--- src/rtl/averager_pkg.sv ---
// averager_pkg: shared default widths and pipeline metadata for the averager datapath.
package averager_pkg;
    localparam int ACC_WIDTH_DEF        = 32;
    localparam int FAST_COUNT_WIDTH_DEF = 13;
    localparam int IDX_W                = 16;

    typedef struct packed {
        logic             valid;
        logic [IDX_W-1:0] idx;
        logic             last;
        logic             clr;
    } pipe_meta_t;
endpackage

--- src/rtl/averager_accumulator_acc_forward.sv ---
// acc_forward: youngest-match bypass over accumulator writes not yet visible through the BRAM read port.
module acc_forward
    import averager_pkg::*;
#(
    parameter int ACC_WIDTH    = ACC_WIDTH_DEF,
    parameter int BRAM_LATENCY = 2
) (
    input  logic [IDX_W-1:0]                     idx_i,
    input  logic [BRAM_LATENCY:0]                wvalid_i,
    input  logic [BRAM_LATENCY:0][IDX_W-1:0]     widx_i,
    input  logic [BRAM_LATENCY:0][ACC_WIDTH-1:0] wdata_i,
    output logic                                 hit_o,
    output logic [ACC_WIDTH-1:0]                 data_o
);
    // entry 0 is the youngest write, so scanning oldest-first lets it win
    always_comb begin
        hit_o  = 1'b0;
        data_o = '0;
        for (int k = BRAM_LATENCY; k >= 0; k--) begin
            if (wvalid_i[k] && widx_i[k] == idx_i) begin
                hit_o  = 1'b1;
                data_o = wdata_i[k];
            end
        end
    end
endmodule

--- src/rtl/averager_accumulator.sv ---
// averager_accumulator: read-modify-write summing of ADC samples into an accumulation BRAM,
// copying completed sums to a result BRAM on the last frame of an acquisition.
module averager_accumulator
    import averager_pkg::*;
#(
    parameter int DATA_WIDTH       = 14,
    parameter int ACC_WIDTH        = ACC_WIDTH_DEF,
    parameter int FAST_COUNT_WIDTH = FAST_COUNT_WIDTH_DEF,
    parameter int BRAM_LATENCY     = 2
) (
    input  logic                         clk,
    input  logic                         rst_n,
    input  logic signed [DATA_WIDTH-1:0] din,
    input  logic                         din_valid,
    input  logic [FAST_COUNT_WIDTH+1:0]  address,
    input  logic                         wen,
    input  logic                         clr_fback,
    output logic [FAST_COUNT_WIDTH+1:0]  acc_raddr,
    input  logic [ACC_WIDTH-1:0]         acc_rdata,
    output logic [FAST_COUNT_WIDTH+1:0]  acc_waddr,
    output logic [ACC_WIDTH-1:0]         acc_wdata,
    output logic                         acc_we,
    output logic [FAST_COUNT_WIDTH+1:0]  res_waddr,
    output logic [ACC_WIDTH-1:0]         res_wdata,
    output logic                         res_we,
    output logic                         frame_done
);
    localparam int L  = BRAM_LATENCY;
    localparam int GW = $clog2(L + 2);
    localparam logic [GW-1:0] LG   = GW'(L);
    localparam logic [GW-1:0] GMAX = GW'(L + 1);

    typedef struct packed {
        logic                 valid;
        logic [IDX_W-1:0]     idx;
        logic [ACC_WIDTH-1:0] data;
    } wr_t;

    pipe_meta_t                  meta_d, sm;
    pipe_meta_t                  meta_q [L];
    logic [DATA_WIDTH-1:0]       data_q [L];
    wr_t                         hist_d;
    wr_t [L:0]                   hist_q;
    logic [L:0]                  fw_valid;
    logic [L:0][IDX_W-1:0]       fw_idx;
    logic [L:0][ACC_WIDTH-1:0]   fw_data;
    logic                        hit;
    logic [ACC_WIDTH-1:0]        fwd, fb, sum;
    logic [DATA_WIDTH-1:0]       sd;
    logic [IDX_W-1:0]            in_idx, last_idx_q;
    logic                        res_we_d, res_we_q, last_wen_q, end_det, frame_done_d, frame_done_q;
    logic [FAST_COUNT_WIDTH-1:0] res_idx_q;
    logic [ACC_WIDTH-1:0]        res_data_q;
    logic [GW-1:0]               gap_d, gap_q;
    logic [L-1:0]                done_d, done_q;

    assign in_idx    = IDX_W'(address[FAST_COUNT_WIDTH+1:2]);
    assign acc_raddr = address;
    assign sm        = meta_q[L-1];
    assign sd        = data_q[L-1];
    assign fb        = sm.clr ? '0 : (hit ? fwd : acc_rdata);
    assign sum       = fb + {{(ACC_WIDTH-DATA_WIDTH){sd[DATA_WIDTH-1]}}, sd};
    assign res_we_d  = sm.valid && sm.last;
    assign acc_we    = hist_q[0].valid;
    assign acc_waddr = {hist_q[0].idx[FAST_COUNT_WIDTH-1:0], 2'b00};
    assign acc_wdata = hist_q[0].data;
    assign res_we    = res_we_q;
    assign res_waddr = {res_idx_q, 2'b00};
    assign res_wdata = res_data_q;
    assign frame_done = frame_done_q;

    acc_forward #(
        .ACC_WIDTH    (ACC_WIDTH),
        .BRAM_LATENCY (L)
    ) u_fwd (
        .idx_i    (sm.idx),
        .wvalid_i (fw_valid),
        .widx_i   (fw_idx),
        .wdata_i  (fw_data),
        .hit_o    (hit),
        .data_o   (fwd)
    );

    // the end of a wen frame is only known when the following sample shows up, so the
    // pulse is scheduled to land one cycle after that frame's final result write
    assign end_det = din_valid && last_wen_q && (!wen || in_idx < last_idx_q);

    always_comb begin
        meta_d       = '{valid: din_valid, idx: in_idx, last: wen, clr: clr_fback};
        hist_d       = '{valid: sm.valid, idx: sm.idx, data: sm.last ? '0 : sum};
        gap_d        = din_valid ? GW'(1) : (gap_q < GMAX ? gap_q + 1'b1 : gap_q);
        done_d       = (done_q >> 1) | ((end_det && gap_q <= LG) ? (L'(1) << (LG - gap_q)) : '0);
        frame_done_d = done_q[0] || (end_det && gap_q > LG);
        for (int k = 0; k <= L; k++) begin
            fw_valid[k] = hist_q[k].valid;
            fw_idx[k]   = hist_q[k].idx;
            fw_data[k]  = hist_q[k].data;
        end
    end

    always_ff @(posedge clk or negedge rst_n) begin
        if (!rst_n) begin
            for (int k = 0; k < L; k++) begin
                meta_q[k] <= '0;
                data_q[k] <= '0;
            end
            hist_q       <= '0;
            res_we_q     <= 1'b0;
            res_idx_q    <= '0;
            res_data_q   <= '0;
            last_wen_q   <= 1'b0;
            last_idx_q   <= '0;
            gap_q        <= GMAX;
            done_q       <= '0;
            frame_done_q <= 1'b0;
        end else begin
            meta_q[0] <= meta_d;
            data_q[0] <= din;
            for (int k = 1; k < L; k++) begin
                meta_q[k] <= meta_q[k-1];
                data_q[k] <= data_q[k-1];
            end
            hist_q   <= {hist_q[L-1:0], hist_d};
            res_we_q <= res_we_d;
            if (res_we_d) begin
                res_idx_q  <= sm.idx[FAST_COUNT_WIDTH-1:0];
                res_data_q <= sum;
            end
            if (din_valid) begin
                last_wen_q <= wen;
                last_idx_q <= in_idx;
            end
            gap_q        <= gap_d;
            done_q       <= done_d;
            frame_done_q <= frame_done_d;
        end
    end
endmodule

--- config.mk ---
export PLATFORM = sky130hd
export DESIGN_NAME = averager_accumulator
export DESIGN_NICKNAME = d
export VERILOG_FILES = /design/src/rtl/averager_pkg.sv /design/src/rtl/averager_accumulator_acc_forward.sv /design/src/rtl/averager_accumulator.sv
export SDC_FILE = /design/constraint.sdc
export NUM_CORES = 1
export LEC_CHECK = 0
export CORE_MARGIN = 4
export CORE_UTILIZATION = 54
export CTS_CLUSTER_SIZE = 24
export DETAILED_ROUTE_END_ITERATION = 8
export PLACE_DENSITY = 0.77
export SYNTH_ARGS = -nofsm -noshare
export SYNTH_HDL_FRONTEND = slang
export SYNTH_SLANG_ARGS = --single-unit
export TNS_END_PERCENT = 1
--- constraint.sdc ---
create_clock -name clk -period 4.4 [get_ports clk]
set_input_delay 0.88 -clock clk [delete_from_list [all_inputs] [get_ports clk]]
set_output_delay 0.88 -clock clk [all_outputs]
set_load 0.005 [all_outputs]
==> results of run 1 <==
[metrics by stage]
stage	power, mW	setup TNS (ns)	hold WS [ns]	cell area (um^2)
after CTS	6.12	0	0.337	14000
after global placement	3.81	0	0.331	13000
after floorplan	3.36	0	0.331	11400
final	6.13	0	0.342	14500
after global routing	6.39	-1.46	0.351	14500
after detailed placement	3.85	-0.279	0.335	13000
[area by class of cell]
class / instances / area [um^2] / share of cell area [%]
clock inverter: 9 / 134 / 0.923
inverter: 25 / 93.8 / 0.647
clock buffer: 38 / 746 / 5.14
sequential: 263 / 6600 / 45.5
multi-input combinational: 605 / 4440 / 30.6
timing repair buffer: 213 / 2150 / 14.8
tap: 270 / 338 / 2.33
[critical path: stages, from the launching register on]
cell      delay, ns
dfrtp_1        0.44
xnor2_1        0.27
nand4_1        0.18
nor4_2         0.28
buf_4          0.18
a31oi_4        0.07
buf_12         0.20
a22oi_1        0.13
nor2_1         0.07
a221oi_1       0.29
nor2_1         0.09
ha_1           0.37
a21oi_1        0.14
o21ai_0        0.08
a21oi_1        0.33
a21boi_0       0.19
o31a_1         0.30
o41ai_2        0.25
xor2_1         0.23
o21ai_0        0.11
[layout by cell type, fill, tap and decap left out, drive strengths merged, types with 2 or more instances in the layout]
master         synthesis  layout
clkbuf                32      41
a221oi                32      32
o21bai                 4       4
nor4                   5       5
o21ai                 58      58
xor2                  25      25
a21oi                 29      29
a211o                  2       2
clkinv                 0       5
o211ai                 3       3
nor2b                  8       8
bufinv                 0       3
a22oi                 31      31
conb                   1       4
and3                   5       5
nand2                 66      66
nand2b                 4       4
and4                   3       3
o31a                   2       2
dfstp                  2       2
nand4                 17      17
buf                   72      42
a31oi                  4       4
a211oi                 5       5
o21a                   2       2
a311o                  2       2
a21o                  20      20
ha                    47      47
nor3                   8       8
clkdlybuf4s50          0     168
mux2                  17      17
nor4b                  3       3
nand3                 11      11
dfrtp                261     261
nor2                 122     122
nand3b                 2       2
xnor2                 45      45
inv                   25      25
[timing repair]
| action | in CTS | in global routing |
|---|---|---|
| gates cloned | 0 | 3 |
| buffers inserted | 2 | 10 |
| pin swaps | 1 | 29 |
| setup endpoints to repair | 15 | 41 |
| hold buffers | 0 | 0 |
| hold endpoints to repair | 0 | 0 |
| gates resized for setup | 13 | 65 |
[how the worst max path moves through the flow]
stage	end	slack, ns	cells past startpoint
CTS	res_wdata[16]	0.01	18
floorplan	res_wdata[16]	0.47	17
global placement	res_wdata[25]	0.07	16
global route	res_wdata[16]	-0.21	19
finish	res_wdata[16]	0.02	19
detailed placement	res_wdata[28]	-0.08	19
[report_power, final]
part | internal [mW] | switching [mW]
registers | 2.68 | 0.187
logic | 0.533 | 0.465
clock network | 1.35 | 0.910
[registers in the layout (all words and copies together) (netlist names)]
name and count:
done_q 2, res_idx_q 13, res_we 1, acc_waddr 13, sd 14, res_wdata 32, hist_d 14, fw_idx 26
frame_done 1, fw_valid 2, gap_q 2, acc_we 1, last_wen_q 1, acc_wdata 32, fw_data 64, data_q 14
meta_q 18, last_idx_q 13
[routing by layer]
| layer | share of wire (%) | GRT usage [%] |
|---|---|---|
| met3 | 7.0 | 5.03 |
| met1 | 42 | 31.2 |
| met5 | 0.025 | 0 |
| met4 | 2.5 | 4.58 |
| met2 | 49 | 37.9 |
[cells by family (layout without fill, tap and decap cells)]
logic type                 count (synthesis)  after routing  synth area share (%)
adders and majority gates                 48             48                  5.36
xor gates and xnor gates                  70             70                  5.41
AOI/OAI and AO/OA                        207            207                  12.5
DFF                                      263            263                  58.1
buffers and inverters                    129            285                  6.47
muxes                                     17             17                  1.69
and+or+nand+nor                          259            259                  10.5
other                                      1              4                0.0331
==> results.md, run 1 <==
* Outcome: finished clean
* # IOs at 178
* Main area contributors after synthesis: dfrtp_1, ha_1, buf_4, nor2_1, xnor2_1
* Global route total overflow at 0
* Register area share after synthesis at between 50% and 60%
* Nets@finish at about 1,200
* Area Overhead vs Synth at 27.9%
* Gr usage total at between 20% and 30%
* Crit path max fanout at 7
* Final setup fails at 0
* Worst min-delay path category: flop to flop
* Power per cell area at 423 nW/um^2
* Share of the synthesized area in the top cell type at 57.6%
* CTS tree: built
* Synthesized flop and latch total at roughly 260
* # clock sinks at ~260
* Largest net degree at the start of global routing at between 100 and 150
* Routed vias/inst at 5.67
* Worst endpoint required time at about 4.8 ns
* First-pass GRT wire length at 43.6 mm
* Area of the core at 20,400 um^2
* DP Wirelength at between 15 and 20 mm
* Final Hold Fails at 0
* Final GP Congestion at 0.887
* Hold Path Cell Cnt at 0
* Peak VDD IR at 0.293 mV
* CTS max path bufs at 3
* Routed Antenna Nets at 0
* Number of distinct library cells after synthesis at 62
* # DRC at 0
* Fillers at about 1,400
* Fmax at 0.228 GHz
* Worst Reg-to-Reg Cells at 19
* Kind of critical path: flop to flop
* Crit end category: flop
* Worst slew pin tran at 0.955 ns
* Reg-to-Reg Start: hist_d[37]
* Initial DRC Count at 458
* Final Core Density at between 70% and 80%
* Die footprint at around 23,000 um^2
* Crit path time final at about 4.4 ns
* Worst setup startpoint: hist_d[37]
* # diodes at 0
* Post-Layout Cell Count at 1,423
* Crit start category: flop
* Horiz. Die Dim at roughly 150 um
* Count leader, synth: dfrtp_1
* Number of enable flip-flop cells after synthesis at 0
* Hold Path Sink: hist_d[40]
* Antenna violations before repair at 1
* Final worst-path cycle share at 99.6%
* Final worst slack at roughly 0.019 ns
* Detailed-route wire length per cell at between 15 and 20 um
* Fin. max-slew vios at 0
* R2R Setup Slk at between 0.015 and 0.02 ns
* Syn_area_per_cell at around 11 um^2
* Initial Util at a little under three fifths
* Post-Syn Instances at around 990
* Root Buffer: clkbuf_16
* Max Cap Violations at 0
* Yosys warns at 0
* Die height at between 150 and 200 um
* Final WL at around 28 mm
* Area leader, netlist: dfrtp_1
* Num CTS Buffers at 26
* Share of layout cells above drive strength 1 at roughly 16%
* CP arrival at about 4.8 ns
* Clock Pin Slew Worst Setup and Hold Paths at about 0.070 ns
* Clock Skew at around 0.013 ns
* Port Buffers at around 170
* Vias in the first global route at a little over 8,000
* Leakage power at 6.63 nW
* Synth Flop Type: dfrtp_1
* Clk Latency, worst-skew pair at 0.53 ns
* Cell Rows at 52
* Via Count at ~8,100
* Relative slew slack at between 30% and 40%
* Drt first pass iters at 5
* Setup WS pre-CTS at -0.0777 ns
* Placed cells at 1,361
* Reg-to-Reg End: res_wdata[16]
* RSZ-0062 raised after global routing: true
* Commonest cells in the netlist: dfrtp_1, nor2_1, nand2_1
* Async SR Flop Fraction at between 90% and 100%
* Hold Crit Start: meta_q[29]
* CTS HTree Levels at 1
* Synthesized area at between 10,000 and 15,000 um^2
(Power assumes the default switching activity.)
==> inputs of run 2 (changes only) <==
CORE_UTILIZATION = 55   (was 54)
PLACE_DENSITY = 0.78   (was 0.77)
SYNTH_HIERARCHICAL = 1   (was not set)
==> results.md, run 2 <==
* CP max stage delay at 0.57 ns
* Final worst slack at -0.137 ns
* Post-Syn Instances at ~1,100
* R2R Setup Slk at -0.14 ns
* DP Wirelength at 22.0 mm
* Root Buffer: clkbuf_16
* RSZ-0062 raised after global routing: true
* Peak VDD IR at 0.356 mV
* First-pass GRT wire length at just over 50 mm
* Final Power at between 6 and 7 mW
* Final Hold Fails at 0
* Register area share after synthesis at 53.7%
* Critical-path cell list: xnor2_1 -> nand4_1 -> or4b_4 -> o211ai_1 -> buf_4 -> buf_12 -> buf_12 -> mux2i_1 -> nor2_1 -> ha_1 -> a21o_1 -> a221oi_4 -> buf_6 -> o21ai_4 -> a31oi_4 -> o221ai_4 -> a211oi_2 -> mux2_1
* Area Overhead vs Synth at 28.9%
* Die height at 157 um
* Commonest cells in the netlist: dfrtp_1, nand2_1, nor2_1
* Horiz. Die Dim at between 150 and 200 um
* Worst slew pin tran at 1.04 ns
* Clock Pin Slew Worst Setup and Hold Paths at about 0.07 ns
* Relative slew slack at 30.3%
* CTS max path bufs at 3
* CTS HTree Levels at 1
* Worst endpoint required time at approximately 4.8 ns
* Yosys warns at 6
* Final setup fails at 15
* Fin. max-slew vios at 0
* Vias in the first global route at roughly 9,700
* Leakage power at around 7 nW
* Async SR Flop Fraction at 100%
* Top delay family on crit path: compound AO/OA/AOI/OAI gates
* CTS tree: built
* # clock sinks at approximately 260
* Die footprint at approximately 25,000 um^2
* Worst min-delay path category: input port to asynchronous set/reset pin
* Num CTS Buffers at 27
* Antenna violations before repair at 0
* Synthesized flop and latch total at ~260
* Crit path time final at 4.54 ns
* Synthesized area at between 10,000 and 15,000 um^2
* Port Buffers at approximately 170
* Final WL at 32.3 mm
* Cell Rows at 54
* Reg-to-Reg End: acc_wdata[26]
* Failing checks: setup timing
* Initial Util at a little under three fifths
* Number of enable flip-flop cells after synthesis at 0
* Routed vias/inst at about 5.8
* Share of the synthesized area in the top cell type at between 50 and 60%
* Gr usage total at 25.7%
* Drt first pass iters at 5
* Number of distinct library cells after synthesis at slightly above 70
* Worst setup startpoint: hist_d[32]
* Fillers at 1,507
* Worst Reg-to-Reg Cells at 18
* CP arrival at a little under 5 ns
* Nets@finish at roughly 1,500
* Clk Latency, worst-skew pair at 0.55 ns
* # IOs at about 180
* Power per cell area at approximately 400 nW/um^2
* # diodes at 0
* Global route total overflow at 0
* Reg-to-Reg Start: hist_d[32]
* Largest net degree at the start of global routing at 97
* Via Count at around 9,500
* Max Cap Violations at 0
* Synth Flop Type: dfrtp_1
* Hold_buf cts at 0
* Most common cell after layout, fill and taps aside: dfrtp_1
* Area of the core at 21,900 um^2
* Area occupied by multi-input gates at slightly above 5000 um^2
* Final GP Congestion at about 0.95
* Worst path bufs/invs at 4
* Detailed-route wire length per cell at approximately 20 um
* Worst hold margin at 0.346 ns
* Final worst-path cycle share at 103%
* Share of layout cells above drive strength 1 at between 10% and 20%
* Crit path max-delay cell type: or4b_4
* Initial DRC Count at 785
* Crit start category: flop
* # DRC at 0
* Area leader, netlist: dfrtp_1
* Clock Skew at between 0.015 and 0.02 ns
* Most frequent cells in the layout: dfrtp_1, clkdlybuf4s50_1, nand2_1
* Syn_area_per_cell at ~11 um^2
* Most used cell, CP: buf_12
* Fmax at ~0.22 GHz
* Outcome: complete, but fails checks
* Reg area at 6590 um^2
* Setup WS pre-CTS at -0.0828 ns
* Kind of critical path: flop to flop
* Main area contributors after synthesis: dfrtp_1, ha_1, buf_4, nand2_1, mux2i_1
* Largest register FFs at 64
* Crit end category: flop
* Crit path max fanout at 7
* Routed Antenna Nets at 0
* Count leader, synth: dfrtp_1
[run 2: kinds of logic (layout without fill, tap and decap cells)]
| kind of cell | Yosys count | in the layout | share of synthesized area, % |
|---|---|---|---|
| adders and majority gates | 48 | 48 | 4.96 |
| buffers and inverters | 153 | 364 | 7.14 |
| muxes | 40 | 40 | 3.33 |
| other | 1 | 22 | 0.0306 |
| AOI/OAI and AO/OA | 225 | 225 | 12.7 |
| DFF | 263 | 263 | 53.7 |
| xor gates and xnor gates | 69 | 69 | 4.93 |
| and+or+nand+nor | 341 | 341 | 13.2 |
[run 2: timing repair]
item	4_1_cts	5_1_grt
endpoints found under the setup margin	16	45
resized for setup	12	33
gates cloned	0	0
pin swaps	11	19
setup buffers	8	9
endpoints found under the hold margin	0	0
[run 2: layout make-up]
type / instances / area share (%)
clock buffers: 35 / 4.79
clock inverters: 15 / 1.01
inverters: 22 / 0.523
multi-input cells: 745 / 32.5
flip-flops and latches: 263 / 41.7
well taps: 280 / 2.22
repair buffers: 292 / 17.3
[run 2: power by group]
group	switching (mW)	leakage (nW)	internal, mW	total [mW]
logic	0.549	3.34	0.586	1.14
registers	0.167	3.22	2.68	2.84
clock network	0.962	0.453	1.34	2.31
[run 2: worst max-delay path by stage]
stage,to,slack [ns],cells past startpoint
floorplan,acc_wdata[26],-0.14,19
global placement,res_wdata[26],0.10,17
detailed placement,acc_wdata[26],-0.08,16
CTS,acc_wdata[28],-0.03,19
global route,acc_wdata[26],-0.31,18
finish,acc_wdata[26],-0.14,18
[run 2: through the flow]
| stage | utilization [%] | instance area [um^2] | instances | TNS [ns] |
|---|---|---|---|---|
| final | 72.1 | 15800 | 1652 | -0.777 |
| after global routing | 72.1 | 15800 | 1652 | -5.61 |
| after CTS | 71.0 | 15500 | 1643 | -0.0741 |
| after detailed placement | 66.2 | 14500 | 1586 | -0.218 |
| after global placement | 66.2 | 14500 | 1586 | 0 |
| after floorplan | - | 12300 | 1161 | -0.249 |
[run 2: metal layers]
metal	GRT usage, %	routed length [um]
met3	5.28	2540
met2	42.1	15800
met4	7.33	679
met5	0	0
met1	35.3	13300
==> inputs of run 3 (changes only) <==
CORE_UTILIZATION = 49   (was 55)
PLACE_DENSITY = 0.73   (was 0.78)
clock period = 4.1 ns   (was 4.4 ns; I/O delays follow)
==> results.md, run 3 (synthesized netlist as in run 2, its figures left out) <==
* Horiz. Die Dim at roughly 170 um
* Final worst slack at -0.288 ns
* Initial DRC Count at between 800 and 900
* Port Buffers at between 150 and 200
* Vias in the first global route at 9,784
* Crit start category: flop
* CTS max path bufs at 3
* Die footprint at roughly 28,000 um^2
* Fmax at about 0.23 GHz
* Power per cell area at around 400 nW/um^2
* Share of layout cells above drive strength 1 at between 10% and 20%
* CP arrival at 4.80 ns
* First-pass GRT wire length at about 52 mm
* Global route total overflow at 0
* Final setup fails at 37
* Most frequent cells in the layout: dfrtp_1, clkdlybuf4s50_1, buf_4
* Worst min-delay path category: flop to flop
* Crit path max fanout at 5
* CTS tree: built
* Final Power at ~6.6 mW
* Antenna violations before repair at 0
* Via Count at around 9,600
* Failing checks: setup timing
* Largest register FFs at 64
* CTS HTree Levels at 1
* Max Cap Violations at 0
* Die height at between 150 and 200 um
* Nets@finish at between 1,500 and 2,000
* DP Wirelength at approximately 24 mm
* Worst hold margin at approximately 0.35 ns
* Worst endpoint required time at between 4 and 5 ns
* Leakage power at approximately 7.2 nW
* Placed cells at approximately 1,700
* Worst slew pin tran at approximately 1 ns
* RSZ-0062 raised after global routing: true
* Area of the core at around 24,000 um^2
* Largest net degree at the start of global routing at 133
* Initial Util at 50.1%
* Hold_buf cts at 0
* Root Buffer: clkbuf_16
* Cell Rows at 57
* Final Hold Fails at 0
* # IOs at around 180
* Area Overhead vs Synth at 32.5%
* Relative slew slack at between 30 and 40%
* Final WL at roughly 33 mm
* Clk Latency, worst-skew pair at 0.53 ns
* Num CTS Buffers at 27
* Final GP Congestion at between 0.9 and 1
* Clock Skew at between 0.01 and 0.015 ns
* Setup WS pre-CTS at -0.423 ns
* Detailed-route wire length per cell at approximately 19 um
* # DRC at 0
* Clock Pin Slew Worst Setup and Hold Paths at about 0.06 ns
* # clock sinks at 263
* Fin. max-slew vios at 0
* # diodes at 0
* Crit end category: flop
* Fillers at around 1,800
* Kind of critical path: flop to flop
* Post-Layout Cell Count at ~1,800
* Routed Antenna Nets at 0
* Most common cell after layout, fill and taps aside: dfrtp_1
* Peak VDD IR at 0.332 mV
* Gr usage total at 23.1%
* Final worst-path cycle share at 107%
* Final Core Density at 66.4%
* Drt first pass iters at 6
* Crit path time final at about 4.4 ns
* Routed vias/inst at 5.51
* Outcome: complete, but fails checks
## run 3: changes by cell type in the layout (fill, tap and decap cells not counted), sizes merged
cell,previous run,this run
clkinvlp,2,3
clkbuf,35,40
buf,124,180
clkinv,11,6
bufinv,2,0
## run 3: metrics by stage
stage / setup TNS, ns / instance area (um^2)
2_1_floorplan: -0.401 / 12400
3_3_place_gp: -5.44 / 15000
3_5_place_dp: -11.34 / 15000
4_1_cts: -3.05 / 16100
5_1_grt: -14.24 / 16200
6_report: -5.21 / 16200
## run 3: where the power goes
group / internal [mW] / switching [mW] / total (mW)
clock: 1.27 / 0.981 / 2.26
combinational: 0.672 / 0.599 / 1.27
sequential: 2.87 / 0.182 / 3.06
## run 3: critical path, stage by stage (launching register included)
cell and delay (ns):
dfrtp_1 0.40, buf_4 0.14, xor2_1 0.17, nor4_2 0.29, nand4_1 0.19, or2_1 0.29
o211ai_1 0.15, buf_6 0.18, mux2i_1 0.18, nor2_1 0.06, ha_2 0.23, fa_2 0.36
a21o_1 0.20, a221oi_4 0.34, o21ai_2 0.12, a31oi_4 0.18, o221ai_4 0.15, a211oi_2 0.28
mux2_1 0.34
## run 3: what timing repair did
item | in CTS | in global routing
gates resized for setup | 45 | 16
setup endpoints to repair | 47 | 52
buffers inserted | 8 | 2
pin swaps | 25 | 14
## run 3: per-layer routing
layer	up-vias	wire length [um]	GRT usage, %
met1	4743	14200	31.6
met2	347	15800	38.0
met3	58	2370	5.12
met5	-	0	0
li1	4498	-	-
met4	0	753	5.70
## run 3: path summary, 6_finish.rpt
| path | start | to | slack, ns | depth (start not counted) |
|---|---|---|---|---|
| setup reg to reg | hist_d[33] | acc_wdata[26] | -0.29 | 18 |
| hold / removal | meta_q[32] | hist_d[43] | 0.35 | 0 |
| setup / recovery | hist_d[33] | acc_wdata[26] | -0.29 | 18 |
| min in group asynchronous | rst_n | done_q[0] | 0.42 | 1 |
| hold reg to reg | meta_q[32] | hist_d[43] | 0.35 | 0 |
| max in group asynchronous | rst_n | res_idx_q[10] | 2.72 | 2 |
## run 3: cell type report
class / count / area, um^2 / share of cell area [%]
Clock buffer: 40 / 754 / 4.65
Clock inverter: 9 / 60.1 / 0.370
Inverter: 22 / 82.6 / 0.508
Multi-Input combinational cell: 745 / 5200 / 32.0
Sequential cell: 263 / 6580 / 40.5
Tap cell: 324 / 405 / 2.50
Timing Repair Buffer: 348 / 3160 / 19.4
